`src/rtl/q2_capture_if.sv`:
```
// rtl/q2_capture_if.sv - result stream bundle between q2_capture and its consumer
interface q2_capture_if #(
    parameter int DEPTH = 8
) ();
    logic [DEPTH-1:0] res_data;
    logic [1:0]       res_sel;
    logic             res_par;
    logic             res_valid;
    logic             res_ready;

    modport master (
        output res_data,
        output res_sel,
        output res_par,
        output res_valid,
        input  res_ready
    );

    modport slave (
        input  res_data,
        input  res_sel,
        input  res_par,
        input  res_valid,
        output res_ready
    );
endinterface

```
`src/rtl/q2_capture.sv`:
```
// rtl/q2_capture.sv - select sweep sequencer and T capture engine; CAPTURE_PARITY_EN adds res_par
module q2_capture #(
    parameter int DEPTH  = 8,
    parameter int SETTLE = 2
) (
    input  logic          clk,
    input  logic          reset,
    input  logic          start,
    output logic          busy,
    input  logic          T,
    output logic          X,
    output logic          Y,
    output logic          Z,
    output logic          S0,
    output logic          S1,
    output logic          done,
    q2_capture_if.master  res
);
    typedef enum logic [1:0] {S_IDLE, S_SETTLE, S_SAMPLE, S_RESULT} state_t;

    localparam logic [7:0] SETTLE_LAST = 8'(SETTLE - 1);
    localparam logic [7:0] SAMPLE_LAST = 8'(DEPTH - 1);

    state_t           state, state_next;
    logic [7:0]       cnt;
    logic [1:0]       sel;
    logic [2:0]       stim;
    logic [DEPTH-1:0] shreg;
    logic [DEPTH-1:0] shreg_next;
    logic [DEPTH:0]   shreg_ext;
    logic             settle_last, sample_last, xfer;

    always_comb begin
        shreg_ext   = {shreg, T};
        shreg_next  = shreg_ext[DEPTH-1:0];
        settle_last = (cnt == SETTLE_LAST);
        sample_last = (cnt == SAMPLE_LAST);
        xfer        = res.res_valid && res.res_ready;
        state_next  = state;
        case (state)
            S_IDLE:   if (start) state_next = S_SETTLE;
            S_SETTLE: if (settle_last) state_next = S_SAMPLE;
            S_SAMPLE: if (sample_last) state_next = S_RESULT;
            S_RESULT: if (xfer) state_next = (sel == 2'd3) ? S_IDLE : S_SETTLE;
            default:  state_next = S_IDLE;
        endcase
    end

    always_ff @(posedge clk or posedge reset) begin
        if (reset) state <= S_IDLE;
        else       state <= state_next;
    end

    always_ff @(posedge clk or posedge reset) begin
        if (reset) begin
            cnt           <= '0;
            sel           <= '0;
            stim          <= '0;
            shreg         <= '0;
            done          <= 1'b0;
            res.res_data  <= '0;
            res.res_sel   <= '0;
            res.res_valid <= 1'b0;
        end else begin
            done <= 1'b0;
            case (state)
                S_IDLE: begin
                    if (start) begin
                        sel  <= '0;
                        stim <= '0;
                        cnt  <= '0;
                    end
                end
                S_SETTLE: begin
                    cnt <= settle_last ? 8'd0 : cnt + 8'd1;
                end
                S_SAMPLE: begin
                    shreg <= shreg_next;
                    stim  <= stim + 3'd1;
                    if (sample_last) begin
                        cnt           <= '0;
                        res.res_data  <= shreg_next;
                        res.res_sel   <= sel;
                        res.res_valid <= 1'b1;
                    end else begin
                        cnt <= cnt + 8'd1;
                    end
                end
                S_RESULT: begin
                    if (xfer) begin
                        res.res_valid <= 1'b0;
                        // The last select leaves sel/stim as they were so the display keeps them
                        if (sel != 2'd3) begin
                            sel  <= sel + 2'd1;
                            stim <= '0;
                            cnt  <= '0;
                        end else begin
                            done <= 1'b1;
                        end
                    end
                end
                default: ;
            endcase
        end
    end

`ifdef CAPTURE_PARITY_EN
    always_ff @(posedge clk or posedge reset) begin
        if (reset)
            res.res_par <= 1'b0;
        else if (state == S_SAMPLE && sample_last)
            res.res_par <= ^shreg_next;
    end
`else
    assign res.res_par = 1'b0;
`endif

    assign busy      = (state != S_IDLE);
    assign {X, Y, Z} = stim;
    assign S0        = sel[1];
    assign S1        = sel[0];
endmodule
```
`src/flat_wrapper.sv`:
```
// flat-port wrapper written by rule: the top's interface ports become plain ports
module q2_capture_flat 
#(
    parameter int DEPTH  = 8,
    parameter int SETTLE = 2
)
  (clk, reset, start, busy, T, X, Y, Z, S0, S1, done, res_res_data, res_res_sel, res_res_par, res_res_valid, res_res_ready);
  q2_capture_if #(.DEPTH(DEPTH)) res_i ();
  input  logic clk;
  input  logic reset;
  input  logic start;
  output logic busy;
  input  logic T;
  output logic X;
  output logic Y;
  output logic Z;
  output logic S0;
  output logic S1;
  output logic done;
  output wire logic [$bits(res_i.res_data)-1:0] res_res_data;
  output wire logic [$bits(res_i.res_sel)-1:0] res_res_sel;
  output wire logic [$bits(res_i.res_par)-1:0] res_res_par;
  output wire logic [$bits(res_i.res_valid)-1:0] res_res_valid;
  input wire logic [$bits(res_i.res_ready)-1:0] res_res_ready;
  assign res_res_data = res_i.res_data;
  assign res_res_sel = res_i.res_sel;
  assign res_res_par = res_i.res_par;
  assign res_res_valid = res_i.res_valid;
  assign res_i.res_ready = res_res_ready;
  q2_capture #(.DEPTH(DEPTH), .SETTLE(SETTLE)) u_core (.clk(clk), .reset(reset), .start(start), .busy(busy), .T(T), .X(X), .Y(Y), .Z(Z), .S0(S0), .S1(S1), .done(done), .res(res_i));
endmodule
```
`config.mk`:
```
export PLATFORM = sky130hd
export DESIGN_NAME = q2_capture_flat
export DESIGN_NICKNAME = d
export VERILOG_FILES = /design/src/rtl/q2_capture_if.sv /design/src/rtl/q2_capture.sv /design/src/flat_wrapper.sv
export SDC_FILE = /design/constraint.sdc
export NUM_CORES = 1
export LEC_CHECK = 0
export ABC_CLOCK_PERIOD_IN_PS = 2500
export CAP_MARGIN = 20
export CORE_MARGIN = 5
export CORE_UTILIZATION = 53
export DETAILED_ROUTE_END_ITERATION = 12
export PLACE_DENSITY = 0.78
export REMOVE_ABC_BUFFERS = 1
export SLEW_MARGIN = 20
export SYNTH_ARGS = -nofsm -noshare
export SYNTH_HDL_FRONTEND = slang
export SYNTH_SLANG_ARGS = --single-unit
```
`constraint.sdc`:
```
create_clock -name clk -period 2.5 [get_ports clk]
set_input_delay 0.75 -clock clk [delete_from_list [all_inputs] [get_ports clk]]
set_output_delay 0.75 -clock clk [all_outputs]
set_load 0.01 [all_outputs]
```
======== After elaboration in Yosys (flattened, before gate mapping) ========
Index checks and enable logic that the tools add are counted.
operators by class
  div/mod/pow operators ................... 0
  bitwise operators ....................... 0
  eq/ne operators ......................... 12
  magnitude comparators ................... 0
  reductions and logical operators ........ 12
  multiply operators ...................... 0
  muxes and demuxes ....................... 26
  add/subtract/negate cells ............... 3
  shifts and indexed selects .............. 0
operator list
  kind                                                             count
  8-bit two-way mux                                                5
  8-bit case mux with 4 select lines                               1
  2-bit two-way mux                                                7
  4-bit AND reduction                                              3
  3-bit two-way mux                                                3
  3-bit case mux with 3 select lines                               1
  8-bit by 1-bit adder with 8-bit output, second input constant    1
  8-bit by 1-bit == test with 1-bit output, second input constant  1
  8-bit by 3-bit == test with 1-bit output, second input constant  1
  2-bit by 1-bit != test with 1-bit output, second input constant  4
  2-bit case mux with 4 select lines                               1
  2-bit == test, second input constant                             3
  1-bit two-way mux                                                6
  3-bit AND reduction                                              2
  2-bit nonzero test                                               3
  2-bit != test, second input constant                             2
  2-bit case mux with 2 select lines                               1
  3-bit by 1-bit adder with 3-bit output, second input constant    1
  3-bit nonzero test                                               1
  2-bit by 1-bit adder with 2-bit output, second input constant    1
  2-bit by 1-bit == test with 1-bit output, second input constant  1
  2-bit logical NOT                                                1
  1-bit case mux with 2 select lines                               1
  2-bit AND reduction                                              1
  1-bit logical AND                                                1
storage, ports and cells
  bits of input ports ..................... 5
  bits in writable memories ............... 0
  register bits ........................... 34
  ROM bits ................................ 0
  output and inout bits ................... 19
  memories kept ........................... 0
  latch bits .............................. 0

======== Logic depth before layout (Yosys ltp) ========
Gate-level depths: netlist of the first run.
  word-level depth ........................ 4
  depth in mapped cells ................... 8
  mapped depth without buffers ............ 7

======== Least setup slack after synthesis of the first run ========
No wires, ideal clock.
  kind .................................... flip-flop to flip-flop
  start point ............................. reg u_core.cnt[4]
  end point ............................... reg u_core.state[1]
  setup time .............................. 0.125 ns
  period minus slack after synthesis ...... 1.980 ns
  cell stages (with the launch flop) ...... 6
  data arrival time ....................... 1.855 ns
  buffers on the path ..................... 1
  setup slack ............................. 0.520 ns
  cell sequence ........................... dfrtp_1 buf_6 or4b_1 o21a_1 or3_4 mux2_4
on the way
  cells in the longest elaborated chain, start to end .. 3
  elaborated cells between the ends (all ways) .. 5
RTL lines
  item                                                                                                         RTL line                            RTL
  start, declared                                                                                              q2_capture.sv:25                    logic [7:0] cnt;
  start signal, assigned                                                                                       q2_capture.sv:75                    cnt <= settle_last ? 8'd0 : cnt + 8'd1;
  start signal, assigned                                                                                       q2_capture.sv:86                    cnt <= cnt + 8'd1;
  8-bit by 3-bit == test with 1-bit output / 8-bit by 1-bit == test with 1-bit output (equally long branches)  q2_capture.sv:37, q2_capture.sv:36
  2-bit by 1-bit != test with 1-bit output (no source line)                                                    -
  4-bit AND reduction (no source line) *                                                                       -
  end signal, assigned                                                                                         q2_capture.sv:51                    else state <= state_next;
  end, declared                                                                                                q2_capture.sv:24                    state_t state, state_next;
Every way passes the cells marked *; elsewhere a longest branch is shown, timed or not.
A chain may end at the register's enable or synchronous reset.

======== Worst setup path after layout of the first run ========
  start point ............................. reg u_core.state[1]
  end point ............................... out busy
on the way
  cells in the longest elaborated chain, start to end .. 1
RTL lines
  item                RTL line            RTL
  2-bit nonzero test  q2_capture.sv:118   assign busy = (state != S_IDLE);
  end, declared       flat_wrapper.sv:12  output logic busy;
Every way passes these cells.

==> impl_metrics.prom, run 1 <==
# TYPE chip_impl_metric gauge
chip_impl_metric{name="drc",unit=""} 0
chip_impl_metric{name="grt_pass1_wl",unit="µm"} 5420
chip_impl_metric{name="synthToLayoutAreaGrowth",unit="%"} 20.5
chip_impl_metric{name="crit_path_max_fanout",unit=""} 5
chip_impl_metric{name="timing.fmax",unit="GHz"} 0.412
chip_impl_metric{name="rows",unit=""} 20
chip_impl_metric{name="final_net_count",unit=""} 194
chip_impl_metric{name="power.leakage",unit="nW"} 0.961
chip_impl_metric{name="placed_cells_incl_taps",unit=""} 217
chip_impl_metric{name="route.vias.total",unit=""} 1197
chip_impl_metric{name="postSynth.asyncResetShare",unit="%"} 100
chip_impl_metric{name="timing.hold.ws",unit="ns"} 0.512
chip_impl_metric{name="maxSlewViolCount",unit=""} 0
chip_impl_metric{name="cp.required",unit="ns"} 1.75
chip_impl_metric{name="power.sequential.fraction",unit="%"} 38.7
chip_impl_metric{name="reg2reg_setup_slack",unit="ns"} 0.39
chip_impl_metric{name="wl_per_cell",unit="µm"} 13.9
chip_impl_metric{name="synthesis.area_per_instance",unit="µm²"} 11.1
chip_impl_metric{name="insertedDiodeCount",unit=""} 0
chip_impl_metric{name="register_area_share_after_synthesis",unit="%"} 49.9
chip_impl_metric{name="place_ws",unit="ns"} 0.140
chip_impl_metric{name="share_comb_of_total_power",unit="%"} 41.0
chip_impl_metric{name="grt_antenna_before_repair",unit=""} 0
chip_impl_metric{name="clock_skew",unit="ns"} 0.00623
chip_impl_metric{name="detailed_place.area",unit="µm²"} 1970
chip_impl_metric{name="cts.sinks",unit=""} 34
chip_impl_metric{name="count_of_flip_flops_with_a_built_in_enable_after_synthesis",unit=""} 0
chip_impl_metric{name="hold_path_depth",unit=""} 1
chip_impl_metric{name="synth-warning-count",unit=""} 0
chip_impl_metric{name="layout.cell_area.non_filler",unit="µm²"} 2060
chip_impl_info{name="holdCritPathClass",value="reg -> reg"} 1
chip_impl_metric{name="finalWorstPathRequiredPeriod",unit="ns"} 2.43
chip_impl_metric{name="floorplan.die.height",unit="µm"} 66.7
chip_impl_metric{name="met3RoutedLength",unit="µm"} 187
chip_impl_metric{name="clk_pin_slew",unit="ns"} 0.10
chip_impl_info{name="hold_path_startpoint",value="u_core.res.res_sel[1]"} 1
chip_impl_metric{name="total_power",unit="mW"} 2.04
chip_impl_metric{name="routed_via_density",unit=""} 5.34
chip_impl_metric{name="intPower",unit="mW"} 1.33
chip_impl_metric{name="drive_gt1_share",unit="%"} 20.6
chip_impl_metric{name="cellPowerDensity",unit="nW/µm²"} 993
chip_impl_metric{name="crit_arrival",unit="ns"} 1.68
chip_impl_metric{name="cts.htree.levels",unit=""} 2
chip_impl_metric{name="initial_utilization",unit="%"} 55.4
chip_impl_metric{name="wirelength",unit="µm"} 3110
chip_impl_metric{name="grt_overflow_total",unit=""} 0
chip_impl_info{name="startpoint",value="u_core.state[1]"} 1
chip_impl_metric{name="layoutNonFillerInstCount",unit=""} 224
chip_impl_info{name="ys.flop_type",value="sky130_fd_sc_hd__dfrtp_1"} 1
chip_impl_metric{name="pin_count",unit=""} 24
chip_impl_metric{name="relSlewSlack",unit="%"} 65.7
chip_impl_info{name="unrepaired_setup_endpoints_after_global_routing",value="no"} 1
chip_impl_metric{name="logic_depth_of_the_worst_register_to_register_path",unit=""} 5
chip_impl_info{name="tritoncts_clock_tree",value="done"} 1
chip_impl_metric{name="synth-seq-cells",unit=""} 34
chip_impl_metric{name="synthDistinctLibCells",unit=""} 40
chip_impl_metric{name="core",unit="µm²"} 3080
chip_impl_metric{name="setup_tns",unit="ns"} 0
chip_impl_metric{name="final_hold_viol_count",unit=""} 0
chip_impl_metric{name="pin_count_of_the_biggest_net_entering_global_routing",unit=""} 35
chip_impl_metric{name="design.die.area",unit="µm²"} 4450
chip_impl_metric{name="dp_hpwl",unit="µm"} 2280
chip_impl_info{name="holdPathEnd",value="u_core.res.res_sel[1]"} 1
chip_impl_metric{name="drt_pre_antenna_iters",unit=""} 4
chip_impl_metric{name="setup_violations",unit=""} 0
chip_impl_info{name="worstSetupEndpointType",value="output pin"} 1
chip_impl_metric{name="final.period_utilization",unit="%"} 97.1
chip_impl_metric{name="grt_pass1_vias",unit=""} 1221
chip_impl_info{name="critical_path.reg2reg.startpoint",value="u_core.cnt[6]"} 1
chip_impl_metric{name="gp_routability_congestion",unit=""} 0.822
chip_impl_metric{name="power.clock.fraction",unit="%"} 20.3
chip_impl_info{name="timing_worst_setup_path_type",value="reg -> out"} 1
chip_impl_info{name="highest_layer",value="met4"} 1
chip_impl_metric{name="drv_cap",unit=""} 0
chip_impl_info{name="worstSetupStartpointType",value="register"} 1
chip_impl_metric{name="timing.final.ws_setup",unit="ns"} 0.0732
chip_impl_metric{name="synth_area",unit="µm²"} 1710
chip_impl_metric{name="worstMarginPinSlew",unit="ns"} 0.515
chip_impl_info{name="master_cell_of_the_clock_root_buffer",value="sky130_fd_sc_hd__clkbuf_4"} 1
chip_impl_metric{name="dr_wl_met2",unit="µm"} 1530
chip_impl_metric{name="power_switching_share",unit="%"} 34.9
chip_impl_metric{name="antenna_violating_nets_post_route",unit=""} 0
chip_impl_info{name="crit-reg2reg-capture",value="u_core.cnt[4]"} 1
chip_impl_metric{name="drt_iter0_drc",unit=""} 19
chip_impl_metric{name="post-route-util",unit="%"} 66.8
chip_impl_metric{name="power.switching",unit="mW"} 0.714
chip_impl_metric{name="vdd_ir_drop_max",unit="µV"} 556
chip_impl_metric{name="track_usage",unit="%"} 16.3
chip_impl_metric{name="clk-insertion-delay-late",unit="ns"} 0.34
chip_impl_metric{name="dieWidth",unit="µm"} 66.7
chip_impl_metric{name="met1_length",unit="µm"} 1360
chip_impl_metric{name="cts-root-to-sink-buffers",unit=""} 2
chip_impl_metric{name="cell_count_after_synthesis",unit=""} 153
chip_impl_metric{name="numCtsBuffers",unit=""} 5
chip_impl_metric{name="post_cts_buffers",unit=""} 0
chip_impl_metric{name="port-buffer-count",unit=""} 22
chip_impl_info{name="status",value="complete, no violations"} 1
[how the worst max path moves through the flow]
stage	slack, ns	to	cells after the start
after floorplan	0.52	u_core.cnt[5]	6
after global placement	0.19	u_core.stim[0]	6
after detailed placement	0.14	u_core.stim[0]	6
after CTS	0.03	busy	4
after global routing	0.0004	busy	4
final	0.07	busy	4
[power by group through the flow]
| stage | Sequential [mW] | Combinational (mW) | Clock (mW) |
|---|---|---|---|
| after floorplan | 0.785 | 0.590 | 0 |
| after global placement | 0.791 | 0.800 | 0 |
| after detailed placement | 0.801 | 0.839 | 0 |
| after CTS | 0.790 | 0.843 | 0.423 |
| after global routing | 0.813 | 0.924 | 0.448 |
| final | 0.791 | 0.837 | 0.414 |
[cells by family (layout without fill, tap and decap cells)]
group | count (synthesis) | after routing | synth area share, %
AO/OA/AOI/OAI | 27 | 27 | 11.4
adder cells (fa/ha/maj) | 9 | 9 | 6.60
buffers and inverters | 13 | 40 | 3.52
flip-flops | 34 | 34 | 49.9
multiplexers | 22 | 22 | 14.5
other | 1 | 1 | 0.220
AND/OR/NAND/NOR | 47 | 47 | 13.9
[cells in the mapped netlist (2+ instances only)]
library cell	count	area share [%]
sky130_fd_sc_hd__a21oi_1	2	0.59
sky130_fd_sc_hd__clkbuf_1	2	0.44
sky130_fd_sc_hd__ha_1	9	6.6
sky130_fd_sc_hd__dfrtp_1	34	50
sky130_fd_sc_hd__mux2_2	18	12
sky130_fd_sc_hd__inv_1	8	1.8
sky130_fd_sc_hd__nand2b_1	2	0.73
sky130_fd_sc_hd__nor4_1	3	1.1
sky130_fd_sc_hd__nand3_1	4	1.2
sky130_fd_sc_hd__a21o_1	3	1.3
sky130_fd_sc_hd__nor3_1	2	0.59
sky130_fd_sc_hd__or3_1	3	1.1
sky130_fd_sc_hd__a211o_1	2	1.0
sky130_fd_sc_hd__nor2_1	7	1.5
sky130_fd_sc_hd__nand2_1	18	4.0
sky130_fd_sc_hd__o21ai_0	8	2.3
sky130_fd_sc_hd__or2_2	3	1.1
sky130_fd_sc_hd__mux2i_1	3	1.8
[sequential cells by signal, summed over array words and instances, names as in the netlist]
signal                cells
u_core.res.res_data       8
u_core.done               1
u_core.res.res_valid      1
u_core.sel                2
u_core.shreg              7
u_core.res.res_sel        2
u_core.stim               3
u_core.state              2
u_core.cnt                8
[area by class of cell]
class / instances / area (µm²)
clock inverters: 1 / 30.0
inverters: 8 / 30.0
clock buffers: 6 / 51.3
fillers: 266 / 1020
flip-flops and latches: 34 / 852
repair buffers: 25 / 243
well taps: 44 / 55.1
multi-input cells: 106 / 795
[worst max-delay path, stage by stage (launching register included)]
cell	delay [ns]
sky130_fd_sc_hd__dfrtp_1	0.44
sky130_fd_sc_hd__inv_1	0.11
sky130_fd_sc_hd__ha_1	0.22
sky130_fd_sc_hd__inv_1	0.06
sky130_fd_sc_hd__clkdlybuf4s50_1	0.52
[cells in the final DEF (no fill, tap or decap), drive strengths merged, types with 2 or more instances in the layout]
cell	instances
clkbuf	6
nor4	3
o21ai	10
or3	4
a21oi	2
mux2	19
or2	3
nor3	2
inv	8
a21o	3
buf	3
o31ai	2
mux2i	3
nand2b	2
ha	9
clkdlybuf4s50	22
nor2	7
a211o	2
nand3	4
dfrtp	34
nand2	18
[what timing repair did]
| item | in CTS | in global routing |
|---|---|---|
| hold buffers | 0 | 0 |
| endpoints found under the setup margin | 0 | 1 |
| resized for setup | 0 | 1 |
[metal layers]
layer  track usage (%)  vias to the layer above
li1                  -                      588
met1              18.4                      587
met2              28.1                       20
met3              6.75                        2
met4              4.57                        0
met5                 0                        -
Power figures use the tool's default switching activity.
==> inputs of run 2 (changes only) <==
--- a/config.mk
+++ b/config.mk
@@ -10,9 +10,9 @@
 export CORE_MARGIN = 5
 export CORE_UTILIZATION = 53
 export DETAILED_ROUTE_END_ITERATION = 12
+export HOLD_SLACK_MARGIN = 0.02
 export PLACE_DENSITY = 0.78
 export REMOVE_ABC_BUFFERS = 1
-export SLEW_MARGIN = 20
 export SYNTH_ARGS = -nofsm -noshare
 export SYNTH_HDL_FRONTEND = slang
 export SYNTH_SLANG_ARGS = --single-unit
==> results of run 2 <==
The final DEF is identical to that of run 1; final timing and power are the same.
==> inputs of run 3 (changes only) <==
--- a/config.mk
+++ b/config.mk
@@ -11,7 +11,7 @@
 export CORE_UTILIZATION = 53
 export DETAILED_ROUTE_END_ITERATION = 12
 export HOLD_SLACK_MARGIN = 0.02
-export PLACE_DENSITY = 0.78
+export PLACE_DENSITY_LB_ADDON = 0.25
 export REMOVE_ABC_BUFFERS = 1
 export SYNTH_ARGS = -nofsm -noshare
 export SYNTH_HDL_FRONTEND = slang
==> run 3 against run 2 <==
Net effect: cell area increased by 1.8%; final cell count increased by 0.89%; clock-buffer cell count unchanged; die area unchanged; critical path type unchanged; critical endpoint unchanged.
==> impl_metrics.prom, run 3 (synthesis results as in run 1) <==
# TYPE chip_impl_metric gauge
chip_impl_metric{name="power.leakage",unit="nW"} 0.981
chip_impl_info{name="final_cell_mix",value="sky130_fd_sc_hd__dfrtp_1, sky130_fd_sc_hd__clkdlybuf4s50_1, sky130_fd_sc_hd__nand2_1, sky130_fd_sc_hd__mux2_2, sky130_fd_sc_hd__ha_1"} 1
chip_impl_info{name="worstSetupStartpointType",value="register"} 1
chip_impl_metric{name="area_occupied_by_multi_input_gates",unit="µm²"} 795
chip_impl_metric{name="clk_pin_slew",unit="ns"} 0.11
chip_impl_info{name="master_cell_of_the_clock_root_buffer",value="sky130_fd_sc_hd__clkbuf_4"} 1
chip_impl_metric{name="post-route-util",unit="%"} 68.0
chip_impl_metric{name="pin_count",unit=""} 24
chip_impl_info{name="tritoncts_clock_tree",value="done"} 1
chip_impl_metric{name="critPathMaxStageDelay",unit="ns"} 0.52
chip_impl_metric{name="wirelength",unit="µm"} 3310
chip_impl_metric{name="layoutNonFillerInstCount",unit=""} 226
chip_impl_metric{name="finalWorstPathRequiredPeriod",unit="ns"} 2.42
chip_impl_metric{name="placed_cells_incl_taps",unit=""} 217
chip_impl_metric{name="met3RoutedLength",unit="µm"} 185
chip_impl_metric{name="cp.required",unit="ns"} 1.75
chip_impl_metric{name="setup_tns",unit="ns"} 0
chip_impl_metric{name="logic_depth_of_the_worst_register_to_register_path",unit=""} 4
chip_impl_metric{name="cellPowerDensity",unit="nW/µm²"} 1050
chip_impl_metric{name="drt_iter0_drc",unit=""} 78
chip_impl_metric{name="clk-insertion-delay-late",unit="ns"} 0.33
chip_impl_metric{name="worstMarginPinSlew",unit="ns"} 0.519
chip_impl_metric{name="rows",unit=""} 20
chip_impl_metric{name="numCtsBuffers",unit=""} 5
chip_impl_metric{name="cts.htree.levels",unit=""} 2
chip_impl_metric{name="timing.fmax",unit="GHz"} 0.414
chip_impl_metric{name="drt_pre_antenna_iters",unit=""} 5
chip_impl_metric{name="pin_count_of_the_biggest_net_entering_global_routing",unit=""} 35
chip_impl_info{name="worstSetupEndpointType",value="output pin"} 1
chip_impl_metric{name="place_ws",unit="ns"} 0.103
chip_impl_metric{name="maxSlewViolCount",unit=""} 0
chip_impl_info{name="crit_path_end",value="busy"} 1
chip_impl_metric{name="drv_cap",unit=""} 0
chip_impl_info{name="startpoint",value="u_core.state[0]"} 1
chip_impl_metric{name="grt_overflow_total",unit=""} 0
chip_impl_metric{name="track_usage",unit="%"} 16.7
chip_impl_info{name="largest_registers",value="u_core.cnt: 8 flops, u_core.res.res_data: 8 flops, u_core.shreg: 7 flops"} 1
chip_impl_metric{name="routed_via_density",unit=""} 5.53
chip_impl_metric{name="dr_wl_met2",unit="µm"} 1650
chip_impl_info{name="highest_layer",value="met4"} 1
chip_impl_metric{name="total_power",unit="mW"} 2.20
chip_impl_metric{name="design.die.area",unit="µm²"} 4450
chip_impl_metric{name="met1_length",unit="µm"} 1440
chip_impl_info{name="holdCritPathClass",value="reg -> reg"} 1
chip_impl_metric{name="grt_antenna_before_repair",unit=""} 0
chip_impl_metric{name="cts.sinks",unit=""} 34
chip_impl_metric{name="gp_routability_congestion",unit=""} 0.811
chip_impl_metric{name="drive_gt1_share",unit="%"} 21.4
chip_impl_metric{name="final.period_utilization",unit="%"} 96.7
chip_impl_metric{name="layout.cell_area.non_filler",unit="µm²"} 2090
chip_impl_metric{name="dieWidth",unit="µm"} 66.7
chip_impl_info{name="mostFrequentLayoutCell",value="sky130_fd_sc_hd__dfrtp_1"} 1
chip_impl_metric{name="insertedDiodeCount",unit=""} 0
chip_impl_metric{name="cts-root-to-sink-buffers",unit=""} 2
chip_impl_info{name="cp_common_cell",value="sky130_fd_sc_hd__inv_1"} 1
chip_impl_info{name="critical_path.reg2reg.startpoint",value="u_core.cnt[5]"} 1
chip_impl_info{name="status",value="complete, no violations"} 1
chip_impl_metric{name="timing.final.ws_setup",unit="ns"} 0.0816
chip_impl_metric{name="reg2reg_setup_slack",unit="ns"} 0.27
chip_impl_metric{name="setup_violations",unit=""} 0
chip_impl_metric{name="timing.hold.ws",unit="ns"} 0.513
chip_impl_metric{name="core",unit="µm²"} 3080
chip_impl_metric{name="dp_hpwl",unit="µm"} 2330
chip_impl_metric{name="synthToLayoutAreaGrowth",unit="%"} 22.7
chip_impl_metric{name="route.vias.total",unit=""} 1249
chip_impl_metric{name="grt_pass1_vias",unit=""} 1255
chip_impl_info{name="worst_path_max_delay_cell",value="sky130_fd_sc_hd__clkdlybuf4s50_1"} 1
chip_impl_metric{name="relSlewSlack",unit="%"} 65.4
chip_impl_metric{name="postCtsHoldBufs",unit=""} 0
chip_impl_metric{name="layout.filler_cells",unit=""} 241
chip_impl_metric{name="area.sequential",unit="µm²"} 852
chip_impl_metric{name="drc",unit=""} 0
chip_impl_info{name="crit-reg2reg-capture",value="u_core.res.res_data[7]"} 1
chip_impl_metric{name="final_hold_viol_count",unit=""} 0
chip_impl_metric{name="final_net_count",unit=""} 195
chip_impl_metric{name="floorplan.die.height",unit="µm"} 66.7
chip_impl_metric{name="antenna_violating_nets_post_route",unit=""} 0
chip_impl_info{name="timing_worst_setup_path_type",value="reg -> out"} 1
chip_impl_metric{name="wl_per_cell",unit="µm"} 14.7
chip_impl_metric{name="vdd_ir_drop_max",unit="µV"} 482
chip_impl_metric{name="crit_arrival",unit="ns"} 1.67
chip_impl_metric{name="grt_pass1_wl",unit="µm"} 5710
chip_impl_info{name="critical_path.cell_chain",value="inv_1 > ha_1 > inv_1 > clkdlybuf4s50_1"} 1
chip_impl_metric{name="clock_skew",unit="ns"} 0.00992
chip_impl_metric{name="detailed_place.area",unit="µm²"} 1970
chip_impl_metric{name="initial_utilization",unit="%"} 55.4
chip_impl_metric{name="port-buffer-count",unit=""} 22
chip_impl_metric{name="crit_path_max_fanout",unit=""} 5
-- run 3: cell count changes in the layout (fill, tap and decap cells not counted), sizes merged --
cell / previous run / this run
bufinv: 1 / 2
buf: 3 / 4
-- run 3: critical path: cells and delay by family, from the launching register on --
kind | cells | cell delay (ns)
flip-flops | 1 | 0.42
buffers and inverters | 3 | 0.68
adder cells (fa/ha/maj) | 1 | 0.24
-- run 3: per-layer routing --
metal	vias to the layer above	GRT usage, %
met2	36	29.7
met1	616	19.7
li1	590	-
met5	-	0
met4	0	4.31
met3	7	4.38
-- run 3: power breakdown --
part	switching (mW)	total, mW	leakage (nW)	internal [mW]
sequential	0.114	0.790	0.446	0.676
combinational	0.439	0.878	0.476	0.439
clock	0.190	0.529	0.0585	0.339
total	0.743	2.20	0.981	1.45
-- run 3: worst min-delay path by stage --
stage,end,startpoint,cells past startpoint
2_1_floorplan,u_core.shreg[6],u_core.shreg[6],1
3_3_place_gp,u_core.res.res_data[3],u_core.res.res_data[3],1
3_5_place_dp,u_core.res.res_data[4],u_core.res.res_data[4],1
4_1_cts,u_core.res.res_data[4],u_core.res.res_data[4],1
5_1_grt,u_core.res.res_data[4],u_core.res.res_data[4],1
6_report,u_core.res.res_data[4],u_core.res.res_data[4],1
-- run 3: layout make-up --
cell class,count,area share (%)
Inverter,8,1.43
Tap cell,44,2.63
Clock buffer,6,2.45
Multi-Input combinational cell,106,38.0
Sequential cell,34,40.7
Timing Repair Buffer,26,12.0
Clock inverter,2,2.87
-- run 3: repair_timing --
action / in CTS / in global routing
resized for setup: 0 / 1
setup endpoints to repair: 0 / 1
buffers inserted: 0 / 1
